File: src/rtl/sipo_shift_reg_if.sv
// sipo_shift_reg_if: serial input and parallel output bundle for sipo_shift_reg.
// master drives the serial side (d, en) and slave (the assembler) drives the
// parallel result (Qp, valid, bitcnt, parity). Clock and reset are not part of
// the bundle; they stay plain ports on the design.
interface sipo_shift_reg_if #(
  parameter int WIDTH = 4
) ();

  localparam int CNT_W = (WIDTH > 1) ? $clog2(WIDTH) : 1;

  logic             d;
  logic             en;
  logic [WIDTH-1:0] Qp;
  logic             valid;
  logic [CNT_W-1:0] bitcnt;
  logic             parity;

  modport master (
    output d,
    output en,
    input  Qp,
    input  valid,
    input  bitcnt,
    input  parity
  );

  modport slave (
    input  d,
    input  en,
    output Qp,
    output valid,
    output bitcnt,
    output parity
  );

endinterface

File: src/rtl/sipo_shift_reg.sv
// sipo_shift_reg: serial-in, parallel-out word assembler.
// Captures one serial bit per rising edge of c where en=1, MSB first, and
// publishes every WIDTH bits as a parallel word on Qp with a one-cycle valid
// strobe. All outputs are registered; reset is synchronous and active high.
// Optional feature macro: SIPO_PARITY_EN adds a registered XOR of Qp on
// parity; without it parity is tied to 0.
module sipo_shift_reg #(
  parameter int WIDTH = 4
) (
  input logic             c,
  input logic             rst,
  sipo_shift_reg_if.slave bus
);

  localparam int               CNT_W    = (WIDTH > 1) ? $clog2(WIDTH) : 1;
  localparam logic [CNT_W-1:0] LAST_CNT = CNT_W'(WIDTH - 1);

  // Storage starts at zero so that simulation is deterministic before reset.
  logic [WIDTH-1:0] r_shiftReg = '0;
  logic [CNT_W-1:0] r_bitCnt   = '0;
  logic [WIDTH-1:0] r_word     = '0;
  logic             r_valid    = 1'b0;

  logic [WIDTH-1:0] w_nextWord;
  logic             w_wordDone;

  // The incoming bit enters at the LSB, so the oldest bit ends up in the MSB.
  assign w_nextWord = {r_shiftReg[WIDTH-2:0], bus.d};

  // A word completes on an enabled edge that brings in the last bit.
  assign w_wordDone = bus.en && (r_bitCnt == LAST_CNT);

  // Shift register: clear on reset, shift on enabled edges, hold otherwise.
  always_ff @(posedge c) begin
    if (rst) begin
      r_shiftReg <= '0;
    end else if (bus.en) begin
      r_shiftReg <= w_nextWord;
    end
  end

  // Bit counter: counts captured bits of the partial word and wraps on completion.
  always_ff @(posedge c) begin
    if (rst) begin
      r_bitCnt <= '0;
    end else if (bus.en) begin
      if (r_bitCnt == LAST_CNT) begin
        r_bitCnt <= '0;
      end else begin
        r_bitCnt <= r_bitCnt + 1'b1;
      end
    end
  end

  // Output word: loaded from the completed shift contents, held between completions.
  always_ff @(posedge c) begin
    if (rst) begin
      r_word <= '0;
    end else if (w_wordDone) begin
      r_word <= w_nextWord;
    end
  end

  // Valid strobe: high only for the cycle following a completing edge.
  always_ff @(posedge c) begin
    if (rst) begin
      r_valid <= 1'b0;
    end else begin
      r_valid <= w_wordDone;
    end
  end

`ifdef SIPO_PARITY_EN
  logic r_parity = 1'b0;

  // Parity: XOR of the new word, loaded together with the word and held with it.
  always_ff @(posedge c) begin
    if (rst) begin
      r_parity <= 1'b0;
    end else if (w_wordDone) begin
      r_parity <= ^w_nextWord;
    end
  end

  assign bus.parity = r_parity;
`else
  assign bus.parity = 1'b0;
`endif

  assign bus.Qp     = r_word;
  assign bus.valid  = r_valid;
  assign bus.bitcnt = r_bitCnt;

endmodule

File: src/flat_wrapper.sv
// flat-port wrapper written by rule: the top's interface ports become plain ports
module sipo_shift_reg_flat 
#(
  parameter int WIDTH = 4
)
  (c, rst, bus_d, bus_en, bus_Qp, bus_valid, bus_bitcnt, bus_parity);
  sipo_shift_reg_if #(.WIDTH(WIDTH)) bus_i ();
  input logic c;
  input logic rst;
  input wire logic [$bits(bus_i.d)-1:0] bus_d;
  input wire logic [$bits(bus_i.en)-1:0] bus_en;
  output wire logic [$bits(bus_i.Qp)-1:0] bus_Qp;
  output wire logic [$bits(bus_i.valid)-1:0] bus_valid;
  output wire logic [$bits(bus_i.bitcnt)-1:0] bus_bitcnt;
  output wire logic [$bits(bus_i.parity)-1:0] bus_parity;
  assign bus_i.d = bus_d;
  assign bus_i.en = bus_en;
  assign bus_Qp = bus_i.Qp;
  assign bus_valid = bus_i.valid;
  assign bus_bitcnt = bus_i.bitcnt;
  assign bus_parity = bus_i.parity;
  sipo_shift_reg #(.WIDTH(WIDTH)) u_core (.c(c), .rst(rst), .bus(bus_i));
endmodule
File: config.mk
export PLATFORM = sky130hd
export DESIGN_NAME = sipo_shift_reg_flat
export DESIGN_NICKNAME = d
export VERILOG_FILES = /design/src/rtl/sipo_shift_reg_if.sv /design/src/rtl/sipo_shift_reg.sv /design/src/flat_wrapper.sv
export SDC_FILE = /design/constraint.sdc
export NUM_CORES = 1
export LEC_CHECK = 0
export ABC_AREA = 1
export ABC_CLOCK_PERIOD_IN_PS = 1100
export BUFFER_PORTS_ARGS = -buffer_cell sky130_fd_sc_hd__buf_4
export CAP_MARGIN = 20
export CORE_AREA = 2 2 39 41
export DETAILED_ROUTE_END_ITERATION = 6
export DIE_AREA = 0 0 41 43
export GPL_ROUTABILITY_DRIVEN = 0
export PLACE_DENSITY = 0.52
export SYNTH_ARGS = -nofsm -noshare
export SYNTH_HDL_FRONTEND = slang
export SYNTH_SLANG_ARGS = --single-unit
export TNS_END_PERCENT = 1
File: constraint.sdc
create_clock -name c -period 1.1 [get_ports c]
set_input_delay 0.22 -clock c [delete_from_list [all_inputs] [get_ports c]]
set_output_delay 0.22 -clock c [all_outputs]
set_load 0.005 [all_outputs]
==> results.ini, run 1 <==
[power_and_ir_drop]
p_clk_share_pct = 34.5
vdd_drop_max_uv = 758.1
seqPwrFrac_pct = 55.7
powerDensity_mw_per_mm2 = 1387
p_sw_uw = 161.3
leakage_nw = 0.2752
intPower_uw = 534.8
comb_power_share_pct = 9.8
switching_share_pct = 23.17

[layout]
layout.nets = 68
area_growth_syn_to_layout_pct = 28.11
drive_gt1_share_pct = 24.59
antenna_cells = 0

[sta]
fin_crit_ns = 0.9906
tns_ns = 0
maxClockFrequency_mhz = 1009
fin_hold_ws_ns = 0.1689
hold_viol_final = 0
finalCritPeriodShare_pct = 90.05
finalMaxSlewViolations = 0
fin_skew_ns = 0.001516
rsz0062_at_grt = no
finalSetupViolations = 0

[critical_path]
end_kind = primary output
cp_num_buf_inv = 1
critical_path_class = register to primary output
startpoint_type = register
crit_chain = buf_4
cp.required_ns = 0.88
reg2reg_from = u_core.bus.bitcnt[0]
worstSetupStartpoint = u_core.bus.bitcnt[0]
critPathTopFamily = flip-flops
max_stage_delay_ns = 0.38
cp_slowest_cell = dfxtp_1
path_max_fanout = 4
crit_arrival_ns = 0.77

[route]
first_pass_iters = 2
drt-wirelength-per-cell_um = 8.831
viasPerCell = 4.091
routed_wl_um = 680
vias = 315
detail-route-antenna-nets = 0
drtIter0Drc = 5
post-route-drc-count = 0

[clock_network]
cts_buffers = 3
cts_root_buffer = clkbuf_4
cts_resized = 0
cts_tree = built
clk_pin_slew_worst_paths_ns = 0.06
cts_hold_buf = 0
cts.sinks = 10
clock_latency_ns = 0.26
h-tree-depth = 1
postCtsSetupBuffers = 0
clock_path_buffers = 2

[logic_synthesis]
synth_top_area_share_pct = 51.12
synth.avg_cell_area_um2 = 7.992
synthesis.area_um2 = 391.6
synthArstFlopShare_pct = 0
synth_warnings = 0
ys_seq_area_share_pct = 51.12
yosysMostFrequentCell = nand2_1
syn_nets = 54
netlist-cell-type-count = 12
synth_top_cell_by_area = dfxtp_1
ys_seq_elements = 10
ys_top_cells_by_count = 14 x nand2_1, 10 x dfxtp_1, 9 x nor2_1, 4 x inv_1
synth_area_leaders = dfxtp_1 51%, nand2_1 13%, nor2_1 8.6%
synth_edf_count = 0
syn_inst = 49
ys.flop_type = dfxtp_1

[floorplan]
start_util_pct = 28.30
die-area_mm2 = 0.001763
core-area_mm2 = 0.001384
die_h_um = 43
ios = 12
num_rows = 14
die_w_um = 41

[hold_path]
hold_path.class = input port to register
hp-start = bus_d

[global_routing]
grt_util_all_layers_pct = 9.970
grt_overflow_total = 0
antenna_found_initial = 0
grt_pass1_wl_mm = 1.090
grt_pass1_vias = 263
grt_max_degree = 9

[status]
status = complete, no violations

[placed_design]
io_buffers = 10
dp_hpwl_um = 506.2

[run]
cap_viol_max_count = 0

power by group through the flow:
stage | registers, mW | clock network [mW] | logic [mW]
final | 0.388 | 0.240 | 0.0679
after global routing | 0.389 | 0.279 | 0.0770
after CTS | 0.388 | 0.254 | 0.0695
after detailed placement | 0.396 | 0 | 0.0691
after global placement | 0.395 | 0 | 0.0696
after floorplan | 0.395 | 0 | 0.0364
area by class of cell:
| class | count | area [um2] |
|---|---|---|
| Fill cell | 155 | 882.1 |
| Timing Repair Buffer | 10 | 75.07 |
| Inverter | 4 | 15.01 |
| Clock buffer | 3 | 22.52 |
| Tap cell | 16 | 20.02 |
| Multi-Input combinational cell | 34 | 168.9 |
| Sequential cell | 10 | 200.2 |
worst reg2reg max path: stages (launching register included):
cell	delay, ns
dfxtp_1	0.34
ha_1	0.23
nand2_4	0.13
nand2_1	0.07
nand2_1	0.05
nor2_1	0.04
state kept, by name (all words and copies together) (netlist names):
register	flops
u_core.bus.valid	1
u_core.bus.bitcnt	2
u_core.bus.Qp	4
u_core.r_shiftReg	3
stage by stage:
step / cells / power, mW / instance area (um2) / setup WS, ns / util (%)
4_1_cts: 77 / 0.7109 / 501.7 / 0.09611 / 36.26
3_3_place_gp: 74 / 0.4650 / 479.2 / 0.1755 / 34.63
3_5_place_dp: 74 / 0.4651 / 479.2 / 0.1521 / 34.63
2_1_floorplan: 49 / 0.4314 / 391.6 / 0.1817 / -
5_1_grt: 77 / 0.7446 / 501.7 / 0.06822 / 36.26
6_report: 77 / 0.6961 / 501.7 / 0.1094 / 36.26
layout by cell type, fill, tap and decap left out, types with 3 or more instances in the layout:
cell | synthesis | final
nor2_1 | 9 | 9
inv_1 | 4 | 4
clkbuf_4 | 0 | 3
dfxtp_1 | 10 | 10
nand2_1 | 14 | 14
nand3_1 | 3 | 3
buf_4 | 1 | 10
o21ai_0 | 3 | 3
path summary, 6_finish.rpt:
kind | cells after the start | slack, ns | endpoint
max | 1 | 0.11 | bus_bitcnt[0]
min | 3 | 0.17 | u_core.bus.Qp[0]
max reg2reg | 5 | 0.14 | u_core.bus.Qp[2]
min reg2reg | 2 | 0.45 | u_core.bus.Qp[3]
kinds of logic (layout without fill, tap and decap cells):
logic type	after synthesis	count (layout)	share of synthesized area, %
adder cells (fa/ha/maj)	1	1	3.194
buffers and inverters	5	17	5.750
flip-flops	10	10	51.12
other	1	1	0.9575
AND/OR/NAND/NOR	28	28	33.86
AO/OA/AOI/OAI	4	4	5.109
metal layers:
layer,GRT usage (%),wire [um],part of all wire (%),vias to the layer above
met3,9.424,61,9.0,2
met1,13.31,335,49,126
met5,0,0,0,-
li1,-,-,-,176
met4,4.000,10,1.5,0
met2,10.63,272,40,11
(Power assumes the default switching activity.)
==> run 2, diff against run 1 <==
--- a/config.mk
+++ b/config.mk
@@ -9,11 +9,10 @@
 export ABC_CLOCK_PERIOD_IN_PS = 1100
 export BUFFER_PORTS_ARGS = -buffer_cell sky130_fd_sc_hd__buf_4
 export CAP_MARGIN = 20
-export CORE_AREA = 2 2 39 41
+export CORE_AREA = 10 10 47 49
 export DETAILED_ROUTE_END_ITERATION = 6
-export DIE_AREA = 0 0 41 43
+export DIE_AREA = 0 0 57 59
 export GPL_ROUTABILITY_DRIVEN = 0
-export PLACE_DENSITY = 0.52
 export SYNTH_ARGS = -nofsm -noshare
 export SYNTH_HDL_FRONTEND = slang
 export SYNTH_SLANG_ARGS = --single-unit
==> results.ini, run 2 (synthesis gave the netlist of run 1 again) <==
[layout]
seqCellArea_um2 = 200.2
mostFrequentLayoutCell = nand2_1
n_fill_cell = 155
fin_cells = 77
area_growth_syn_to_layout_pct = 28.11
multi_input_area_um2 = 168.9
antenna_cells = 0
drive_gt1_share_pct = 24.59
final_cell_mix = 14 x nand2_1, 10 x buf_4, 10 x dfxtp_1
largest_reg_flops = 4
layout.nets = 68

[critical_path]
end_kind = primary output
cp_slowest_cell = dfxtp_1
max_stage_delay_ns = 0.37
reg2reg_from = u_core.bus.bitcnt[0]
cp_num_buf_inv = 1
crit_chain = buf_4
critPathTopFamily = flip-flops
path_max_fanout = 4
crit_arrival_ns = 0.77
critical_path_class = register to primary output
startpoint_type = register
cp.required_ns = 0.88
worstSetupStartpoint = u_core.bus.bitcnt[0]

[floorplan]
die-area_mm2 = 0.003363
core-area_mm2 = 0.001401
ios = 12
die_h_um = 59
start_util_pct = 27.95
die_w_um = 57
num_rows = 14

[clock_network]
cts_hold_buf = 0
cts_root_buffer = clkbuf_4
clk_pin_slew_worst_paths_ns = 0.06
cts.sinks = 10
cts_tree = built
postCtsSetupBuffers = 0
clock_latency_ns = 0.26
clock_path_buffers = 2
h-tree-depth = 1
cts_resized = 0
cts_buffers = 3

[power_and_ir_drop]
leakage_nw = 0.2752
vdd_drop_max_uv = 691.5
powerDensity_mw_per_mm2 = 1391

[global_routing]
grt_pass1_vias = 300
grt_util_all_layers_pct = 5.067
grt_overflow_total = 0
grt_pass1_wl_mm = 1.290
antenna_found_initial = 0
grt_max_degree = 9

[route]
viasPerCell = 4.195
drt-wirelength-per-cell_um = 9.649
drtIter0Drc = 6
post-route-drc-count = 0
routed_wl_um = 743
vias = 323
first_pass_iters = 4
detail-route-antenna-nets = 0

[sta]
fin_crit_ns = 0.9888
hold_viol_final = 0
finalMaxSlewViolations = 0
rsz0062_at_grt = no
finalCritPeriodShare_pct = 89.89
maxClockFrequency_mhz = 1011
tns_ns = 0
finalSetupViolations = 0
fin_skew_ns = 0.007116

[hold_path]
hold_path.class = input port to register
hp-start = bus_d

[run]
cap_viol_max_count = 0

[placed_design]
dp_hpwl_um = 590.4
io_buffers = 10
placedCellCount = 74

[status]
status = complete, no violations

run 2: cell counts in the layout (fill, tap and decap cells not counted):
Identical to the previous run, type by type.
run 2: final cells by class:
| class | instances | share of cell area [%] |
|---|---|---|
| Clock buffer | 3 | 4.489 |
| Tap cell | 16 | 3.990 |
| Sequential cell | 10 | 39.90 |
| Multi-Input combinational cell | 34 | 33.67 |
| Inverter | 4 | 2.993 |
| Timing Repair Buffer | 10 | 14.96 |
run 2: tightest hold or removal path, stage by stage:
cell	delay, ns
buf_4	0.09
nand2_1	0.05
nand2_1	0.04
run 2: layer usage:
| metal | GRT usage [%] | up-vias | share of wire, % |
|---|---|---|---|
| met5 | 0 | - | 0 |
| met4 | 2.013 | 0 | 1.3 |
| met3 | 4.936 | 2 | 7.9 |
| met2 | 6.977 | 9 | 44 |
| met1 | 5.137 | 137 | 46 |
| li1 | - | 175 | - |
run 2: worst paths after layout:
check        slack [ns]                to  cells after the start
max                0.11     bus_bitcnt[0]                      1
min                0.16  u_core.bus.Qp[0]                      3
max reg2reg        0.16  u_core.bus.Qp[2]                      5
min reg2reg        0.45  u_core.bus.Qp[3]                      2
run 2: per-stage QoR:
stage                     instance area [um2]  worst slack [ns]  hold slack [ns]  total power [mW]  util, %
after floorplan                         391.6            0.1817           0.2891            0.4314        -
after global placement                  479.2            0.1798           0.4318            0.4657    34.20
after detailed placement                479.2            0.1532           0.4333            0.4657    34.20
after CTS                               501.7           0.09740           0.1506            0.7150    35.80
after global routing                    501.7           0.05245           0.1557            0.7486    35.80
final                                   501.7            0.1112           0.1618            0.6978    35.80
run 2: report_power, final:
part | switching, mW | internal [mW]
registers | 0.0105 | 0.377
logic | 0.0372 | 0.0316
clock network | 0.115 | 0.126
